File: config.mk
export PLATFORM = sky130hd
export DESIGN_NAME = pc_sequencer_flat
export DESIGN_NICKNAME = d
export VERILOG_FILES = /design/src/rtl/pc_sequencer_if.sv /design/src/rtl/pc_sequencer.sv /design/src/flat_wrapper.sv
export SDC_FILE = /design/constraint.sdc
export NUM_CORES = 1
export LEC_CHECK = 0
export ABC_CLOCK_PERIOD_IN_PS = 7800
export CAP_MARGIN = 20
export CORE_AREA = 4 4 112 114
export CTS_CLUSTER_DIAMETER = 150
export CTS_CLUSTER_SIZE = 25
export DETAILED_ROUTE_END_ITERATION = 7
export DIE_AREA = 0 0 116 118
export PLACE_DENSITY = 0.76
export SYNTH_ARGS = -nofsm -noshare
export SYNTH_HDL_FRONTEND = slang
export SYNTH_SLANG_ARGS = --single-unit
export TNS_END_PERCENT = 10
File: constraint.sdc
create_clock -name clk -period 7.8 [get_ports clk]
set_input_delay 1.56 -clock clk [delete_from_list [all_inputs] [get_ports clk]]
set_output_delay 1.56 -clock clk [all_outputs]
set_load 0.01 [all_outputs]
File: src/rtl/pc_sequencer_if.sv
// rtl/pc_sequencer_if.sv - decoder/PC side bundle for the control-flow sequencer
//
// Purpose: groups the per-instruction flow-op inputs coming from the decoder and
// the PC load port returned to the program counter.
// Signals:
//   pc_in[15:0]     PC count; word address = pc_in[15:1], phase = pc_in[0]
//   execute_flag    1 = execute phase, 0 = fetch phase
//   op_valid        decoded flow op present
//   op_code[2:0]    flow op encoding
//   op_target[15:0] branch/call target word address
//   cond_zero       datapath zero flag for JZ/JNZ
//   resume          leave the HALT state
//   load_enable     PC load request (combinational)
//   load_addr[15:0] PC load word address (combinational)
// Modports: master = decoder/PC side, slave = sequencer.

interface pc_sequencer_if;
    logic [15:0] pc_in;
    logic        execute_flag;
    logic        op_valid;
    logic [2:0]  op_code;
    logic [15:0] op_target;
    logic        cond_zero;
    logic        resume;
    logic        load_enable;
    logic [15:0] load_addr;

    modport master (
        output pc_in,
        output execute_flag,
        output op_valid,
        output op_code,
        output op_target,
        output cond_zero,
        output resume,
        input  load_enable,
        input  load_addr
    );

    modport slave (
        input  pc_in,
        input  execute_flag,
        input  op_valid,
        input  op_code,
        input  op_target,
        input  cond_zero,
        input  resume,
        output load_enable,
        output load_addr
    );
endinterface

File: src/rtl/pc_sequencer.sv
// rtl/pc_sequencer.sv - program-counter control-flow sequencer with return stack
//
// Purpose: decodes JMP/JZ/JNZ/CALL/RET/HALT in the execute phase, drives the PC
// load port, keeps a hardware return-address stack and holds the core in HALT or
// FAULT by re-loading the current instruction word every execute phase.
// Ports:
//   clk             clock
//   reset           asynchronous, active-high reset
//   bus             pc_sequencer_if.slave (op inputs, PC load outputs)
//   sp[SPW-1:0]     return-stack occupancy, 0..DEPTH
//   halted          state is HALT
//   fault           state is FAULT
//   fault_code[1:0] 01 stack overflow, 10 stack underflow, 00 none

module pc_sequencer #(
    parameter int DEPTH = 8,
    parameter int SPW   = $clog2(DEPTH + 1)
) (
    input  logic                clk,
    input  logic                reset,
    pc_sequencer_if.slave       bus,
    output logic [SPW-1:0]      sp,
    output logic                halted,
    output logic                fault,
    output logic [1:0]          fault_code
);

    localparam int AW = (DEPTH > 1) ? $clog2(DEPTH) : 1;

    localparam logic [1:0] ST_RUN   = 2'd0;
    localparam logic [1:0] ST_HALT  = 2'd1;
    localparam logic [1:0] ST_FAULT = 2'd2;

    localparam logic [2:0] OP_JMP  = 3'b001;
    localparam logic [2:0] OP_JZ   = 3'b010;
    localparam logic [2:0] OP_JNZ  = 3'b011;
    localparam logic [2:0] OP_CALL = 3'b100;
    localparam logic [2:0] OP_RET  = 3'b101;
    localparam logic [2:0] OP_HALT = 3'b110;

    localparam logic [1:0] FC_NONE      = 2'b00;
    localparam logic [1:0] FC_OVERFLOW  = 2'b01;
    localparam logic [1:0] FC_UNDERFLOW = 2'b10;

    localparam logic [SPW-1:0] SP_FULL = SPW'(DEPTH);

    logic [1:0]     state_q, state_d;
    logic [SPW-1:0] sp_q, sp_d;
    logic [1:0]     fault_code_q, fault_code_d;

    // Return stack storage is deliberately not reset.
    logic [15:0]    stack_mem [0:DEPTH-1];

    logic [15:0]    cur_word;
    logic [15:0]    ret_word;
    logic [SPW-1:0] sp_dec;
    logic [AW-1:0]  wr_idx;
    logic [AW-1:0]  rd_idx;
    logic [15:0]    stack_top;
    logic           push;
    logic           load_en;
    logic [15:0]    load_word;
    logic           unused_pc_phase;

    // The phase bit is carried separately on execute_flag.
    assign unused_pc_phase = bus.pc_in[0];

    assign cur_word  = {1'b0, bus.pc_in[15:1]};
    assign ret_word  = cur_word + 16'd1;
    assign sp_dec    = sp_q - SPW'(1);
    assign wr_idx    = sp_q[AW-1:0];
    assign rd_idx    = sp_dec[AW-1:0];
    assign stack_top = stack_mem[rd_idx];

    always_comb begin
        state_d      = state_q;
        sp_d         = sp_q;
        fault_code_d = fault_code_q;
        push         = 1'b0;
        load_en      = 1'b0;
        load_word    = cur_word;

        // Nothing changes in the fetch phase.
        if (bus.execute_flag) begin
            case (state_q)
                ST_RUN: begin
                    if (bus.op_valid) begin
                        case (bus.op_code)
                            OP_JMP: begin
                                load_en   = 1'b1;
                                load_word = bus.op_target;
                            end
                            OP_JZ: begin
                                load_en   = bus.cond_zero;
                                load_word = bus.op_target;
                            end
                            OP_JNZ: begin
                                load_en   = ~bus.cond_zero;
                                load_word = bus.op_target;
                            end
                            OP_CALL: begin
                                if (sp_q < SP_FULL) begin
                                    push      = 1'b1;
                                    sp_d      = sp_q + SPW'(1);
                                    load_en   = 1'b1;
                                    load_word = bus.op_target;
                                end else begin
                                    state_d      = ST_FAULT;
                                    fault_code_d = FC_OVERFLOW;
                                end
                            end
                            OP_RET: begin
                                if (sp_q != '0) begin
                                    sp_d      = sp_dec;
                                    load_en   = 1'b1;
                                    load_word = stack_top;
                                end else begin
                                    state_d      = ST_FAULT;
                                    fault_code_d = FC_UNDERFLOW;
                                end
                            end
                            OP_HALT: begin
                                load_en   = 1'b1;
                                load_word = cur_word;
                                state_d   = ST_HALT;
                            end
                            default: begin
                                load_en = 1'b0;
                            end
                        endcase
                    end
                end
                ST_HALT: begin
                    // Releasing the load lets the PC step past the HALT word.
                    if (bus.resume) begin
                        state_d = ST_RUN;
                    end else begin
                        load_en   = 1'b1;
                        load_word = cur_word;
                    end
                end
                ST_FAULT: begin
                    load_en   = 1'b1;
                    load_word = cur_word;
                end
                default: begin
                    state_d = ST_RUN;
                end
            endcase
        end
    end

    assign bus.load_enable = load_en & ~reset;
    assign bus.load_addr   = load_word;

    always_ff @(posedge clk or posedge reset) begin
        if (reset) begin
            state_q      <= ST_RUN;
            sp_q         <= '0;
            fault_code_q <= FC_NONE;
        end else begin
            state_q      <= state_d;
            sp_q         <= sp_d;
            fault_code_q <= fault_code_d;
        end
    end

    always_ff @(posedge clk) begin
        if (push && !reset) begin
            stack_mem[wr_idx] <= ret_word;
        end
    end

    assign sp         = sp_q;
    assign halted     = (state_q == ST_HALT);
    assign fault      = (state_q == ST_FAULT);
    assign fault_code = fault_code_q;

endmodule

File: src/flat_wrapper.sv
// flat-port wrapper written by rule: the top's interface ports become plain ports
module pc_sequencer_flat 
#(
    parameter int DEPTH = 8,
    parameter int SPW   = $clog2(DEPTH + 1)
)
  (clk, reset, sp, halted, fault, fault_code, bus_pc_in, bus_execute_flag, bus_op_valid, bus_op_code, bus_op_target, bus_cond_zero, bus_resume, bus_load_enable, bus_load_addr);
  pc_sequencer_if bus_i ();
  input  logic clk;
  input  logic reset;
  output logic [SPW-1:0] sp;
  output logic halted;
  output logic fault;
  output logic [1:0] fault_code;
  input wire logic [$bits(bus_i.pc_in)-1:0] bus_pc_in;
  input wire logic [$bits(bus_i.execute_flag)-1:0] bus_execute_flag;
  input wire logic [$bits(bus_i.op_valid)-1:0] bus_op_valid;
  input wire logic [$bits(bus_i.op_code)-1:0] bus_op_code;
  input wire logic [$bits(bus_i.op_target)-1:0] bus_op_target;
  input wire logic [$bits(bus_i.cond_zero)-1:0] bus_cond_zero;
  input wire logic [$bits(bus_i.resume)-1:0] bus_resume;
  output wire logic [$bits(bus_i.load_enable)-1:0] bus_load_enable;
  output wire logic [$bits(bus_i.load_addr)-1:0] bus_load_addr;
  assign bus_i.pc_in = bus_pc_in;
  assign bus_i.execute_flag = bus_execute_flag;
  assign bus_i.op_valid = bus_op_valid;
  assign bus_i.op_code = bus_op_code;
  assign bus_i.op_target = bus_op_target;
  assign bus_i.cond_zero = bus_cond_zero;
  assign bus_i.resume = bus_resume;
  assign bus_load_enable = bus_i.load_enable;
  assign bus_load_addr = bus_i.load_addr;
  pc_sequencer #(.DEPTH(DEPTH), .SPW(SPW)) u_core (.clk(clk), .reset(reset), .bus(bus_i), .sp(sp), .halted(halted), .fault(fault), .fault_code(fault_code));
endmodule
# Yosys cells after proc, flatten, opt, wreduce, memory -nomap -nowiden
# Memories as Yosys holds them, arrays and structs flattened.
# Cells that the tools add are included.
# totals
reg_bits	8
ramBits	128
in_bits	41
output_inout_bits	25
elab_cells	69
memories	1
# op_classes
n_addsub	3
order_cmp	1
n_eq_ne	17
n_mux	30
bitwise	4
n_reduce_logical	10
# mem_list
memory	depth	width	rd	rd_clocked_by_memory_dff	wr	line_no	source
u_core.stack_mem	8	16	1	0	1	pc_sequencer.sv:52	logic [15:0] stack_mem [0:DEPTH-1];
# ops
op	count
two-way mux 16 bit	5
case mux 16 bit (3 select lines)	1
adder 15 x 1 -> 16 bit (second input constant)	1
case mux 2 bit (3 select lines)	2
AND reduction 6 bit	2
two-way mux 1 bit	11
two-way mux 2 bit	5
equality test 3 bit (second input constant)	3
two-way mux 4 bit	2
case mux 4 bit (2 select lines)	1
AND reduction 7 bit	1
equality test 3 x 2 -> 1 bit (second input constant)	2
inequality test 2 x 1 -> 1 bit (second input constant)	3
inequality test 2 bit (second input constant)	3
inequality test 3 bit (second input constant)	2
case mux 1 bit (5 select lines)	1
adder 4 x 1 -> 4 bit (second input constant)	1
less-than comparator 4 bit (second input constant)	1
inequality test 4 x 3 -> 1 bit (second input constant)	1
case mux 2 bit (2 select lines)	1
nonzero test 4 bit	1
subtractor 4 x 1 -> 4 bit (second input constant)	1
equality test 3 x 1 -> 1 bit (second input constant)	1
NOT 1 bit	3
10 further kinds	10

# Logic depth before layout (Yosys ltp)
# depth
word_depth	9
mapped_depth	9
ltp_nobuf	6

# Worst setup path after synthesis
# No wires, ideal clock.
# synth_path
kind	input to output
from	in bus_op_code[1]
to	out bus_load_addr[13]
t_arrival_ns	2.915
required_ns	6.240
setup_slack_ns	3.325
path_stages	6
path_buffers	2
path_cell_list	nand3b_1 > or3_1 > buf_2 > buf_6 > a221o_1 > o211ai_2
# synth_between
elab_chain_len	6
elab_cells_between_ends	10
classes_between	eq/ne (5); mux (4); reduce/logical (1)
# synth_lines
item	line_no	source
from (decl)	flat_wrapper.sv:18	input wire logic [$bits(bus_i.op_code)-1:0] bus_op_code;
equality test 3 x 1 -> 1 bit or equality test 3 x 2 -> 1 bit (tied branches)	pc_sequencer.sv:88	case (bus.op_code)
OR reduction 3 bit (no source line)	-	
case mux 16 bit (3 select lines) *	pc_sequencer.sv:88	
two-way mux 16 bit *	pc_sequencer.sv:87	if (bus.op_valid) begin
two-way mux 16 bit *	-	
two-way mux 16 bit *	pc_sequencer.sv:84	if (bus.execute_flag) begin
to (decl)	flat_wrapper.sv:23	output wire logic [$bits(bus_i.load_addr)-1:0] bus_load_addr;
# Every way passes the cells marked *; elsewhere a longest branch is shown, timed or not.

# Worst setup path after layout
# layout_path
from	in bus_op_code[0]
to	out bus_load_addr[4]
# The elaborated chain is that of the path after synthesis.

==> results.yml <==
outcome:
  status: "finished, final reports clean"
timing:
  rsz0062_at_grt: "false"
  hold_viol: 0
  fmax_ghz: 0.1608
  tightest_slew_ns: 1.124
  fin_worst_skew_ns: 0.005103
  period_share: 0.7974
  setup_tns_ns: 0
  maxSlewViolCount: 0
  slew_headroom: 0.2510
  setup_viol: 0
  min_period_ns: 6.220
  finalWorstSetupSlack_ns: 1.580
logic_synthesis:
  syn_inst: 425
  yosysUniqueCellTypes: 51
  synth_ff_type: "edfxtp_1"
  synth_edf_count: 128
  synth.area.mux_share: 0.1106
  synth_top_family_by_area: "multiplexers"
  synth_compound_area_frac: 0.1005
  synthTopCellsByArea: "edfxtp_1 (62%), mux2_2 (5.3%), mux2i_1 (4.7%)"
  synth_top_area_frac: 0.6210
  ys_async_sr_fraction: 0.05882
  synth_area_um2: 6190
  synth_xor_area_frac: 0.02810
  avgSynthCellArea_um2: 14.56
  synth-simple-area-share: 0.07823
  synthAdderAreaFrac: 0.008086
  ys_seq_area_frac: 0.6533
  synth_top_area_cell: "edfxtp_1"
  syn-num-nets: 470
  yosys_register_bits: 136
  yosysWarningCount: 0
grt:
  antenna_found_initial: 0
  grt_start_max_net_pins: 42
  grt.overflow.total: 0
  grt_pass1_wl_mm: 21.94
  track_usage: 0.2145
  grt_pass1_vias: 4009
clock_network:
  postCtsHoldBufs: 0
  cts_buffer_depth: 2
  clockRootBuffer: "clkbuf_16"
  cts_buffers: 17
  post-cts-setup-buffers: 0
  cts_tree: "built"
  h-tree-depth: 4
  clk_latency_ns: 0.41
  clock-sinks: 136
  path_clk_slew_ns: 0.05
  cts_resized: 0
worst_hold_path:
  min_path_type: "reg -> reg"
  min-delay-start: "u_core.fault_code[1]"
  worstHoldEndpoint: "u_core.fault_code[1]"
  worstHoldPathCells: 1
placed_design:
  io_buffers: 64
  place_congestion: 0.7838
  dp_hpwl_mm: 8.610
  pre_cts_ws_ns: 1.583
setup_path:
  r2r_cells: 5
  crit_fanout: 16
  crit_required_ns: 6.24
  crit_arrival_ns: 4.66
  worstSetupPathType: "in -> out"
  rrSetupSlack_ns: 4.80
  r2r-start: "u_core.sp[3]"
  worstSetupStartpoint: "bus_op_code[0]"
  startpoint_type: "input pin"
  timing.rr.end: "u_core.stack_mem[4][4]"
  end_kind: "output port"
detailed_routing:
  drt_iter0_drc: 303
  post_drt_wl_per_cell_um: 22.00
  drc: 0
  drtPass1Iterations: 7
  wl_mm: 14.33
  ant_nets: 0
  via_count: 3992
  viasPerCell: 6.132
final_layout:
  final_cell_mix: "edfxtp_1 (128), clkdlybuf4s50_1 (64), nand2_1 (36)"
  nets: 540
  multi_input_area_um2: 2039
  fillers: 831
  seq_area_um2: 4044
  drive_gt1_frac: 0.1673
  final_common_cell: "edfxtp_1"
  diodes: 0
  syn2layout_area_growth_pct: 22.28
flow_run:
  cap_violations: 0
pwr:
  p_leak_nw: 2.558
  vdd_drop_max_mv: 0.2853
  powerDensity_nw_per_um2: 321.5
die:
  die_x_um: 116
  fp.coreArea_um2: 11420
  die-area_um2: 13690
  num_rows: 39
  initial_core_util: 0.5421
  ioPinCount: 66
  die_y_um: 118
-- per-stage QoR --
step / cell area [µm²] / cells / total power, mW / util / hold WS [ns]
6_report: 7569 / 651 / 2.433 / 0.6628 / 0.5116
2_1_floorplan: 6190 / 425 / 1.452 / - / 0.5393
3_5_place_dp: 6993 / 618 / 1.697 / 0.6124 / 0.5064
3_3_place_gp: 6993 / 618 / 1.677 / 0.6124 / 0.4998
5_1_grt: 7569 / 651 / 2.537 / 0.6628 / 0.5425
4_1_cts: 7541 / 650 / 2.438 / 0.6604 / 0.5182
-- critical path: stages --
cell and delay (ns):
clkdlybuf4s50_1 0.75, nand3b_1 0.30, or3_1 0.80, a221o_1 0.42, o211ai_1 0.24, clkdlybuf4s50_1 0.58
-- cells by family (layout without fill, tap and decap cells) --
kind of cell / count (synthesis) / after routing
fa+ha+maj: 4 / 4
xor+xnor: 19 / 19
flops: 136 / 136
mux: 61 / 61
compound gates: 82 / 82
simple gates: 94 / 94
buf+inv: 29 / 112
-- registers in the layout (all words and copies together), names as in the netlist --
register	cells
u_core.stack_mem	128
u_core.sp	4
u_core.fault_code	2
u_core.state_q	2
-- layer usage --
metal | share of wire | global-route usage | vias to the layer above
li1 | - | - | 1814
met4 | 0.018 | 0.06817 | 0
met2 | 0.50 | 0.3453 | 169
met3 | 0.074 | 0.05193 | 27
met1 | 0.40 | 0.2867 | 1982
met5 | 0 | 0 | -
-- cell type report --
| type | instances | share of cell area |
|---|---|---|
| sequential | 136 | 0.5343 |
| multi-input combinational | 260 | 0.2695 |
| timing repair buffer | 74 | 0.09721 |
| clock buffer | 22 | 0.05869 |
| tap | 143 | 0.02364 |
| clock inverter | 10 | 0.01372 |
| inverter | 6 | 0.002976 |
-- synth_stat cells, types with 2 or more instances --
cell and n:
xor2_1 6, o211ai_2 8, and2_1 2, mux2_2 29, dfrtp_1 8, nor3_1 8, clkbuf_1 12, ha_1 4
buf_2 8, nand2b_1 3, nor4_1 2, xnor2_1 12, o21ai_0 8, edfxtp_1 128, nand4_1 6, mux2i_1 29
nor2b_1 4, and3_1 3, nand3_1 6, a221o_1 15, nand2_1 36, or3_1 2, nor2_1 14, o21ai_1 16
a21oi_1 5, mux4_2 3, o211ai_1 7, o22ai_1 14, inv_1 5
-- worst max path at each step --
stage / to / cells after the start / slack [ns]
6_report: bus_load_addr[4] / 6 / 1.58
5_1_grt: bus_load_addr[4] / 6 / 1.35
4_1_cts: bus_load_addr[4] / 6 / 1.58
3_5_place_dp: bus_load_addr[4] / 6 / 1.58
3_3_place_gp: bus_load_addr[4] / 6 / 1.59
2_1_floorplan: bus_load_addr[13] / 6 / 3.32
-- power by group --
| group | total (mW) | internal (mW) | leakage [nW] | switching, mW |
|---|---|---|---|---|
| Combinational | 0.833 | 0.374 | 1.04 | 0.459 |
| Clock | 0.744 | 0.466 | 0.265 | 0.279 |
| Sequential | 0.856 | 0.815 | 1.25 | 0.0410 |
Power figures use the tool's default switching activity.
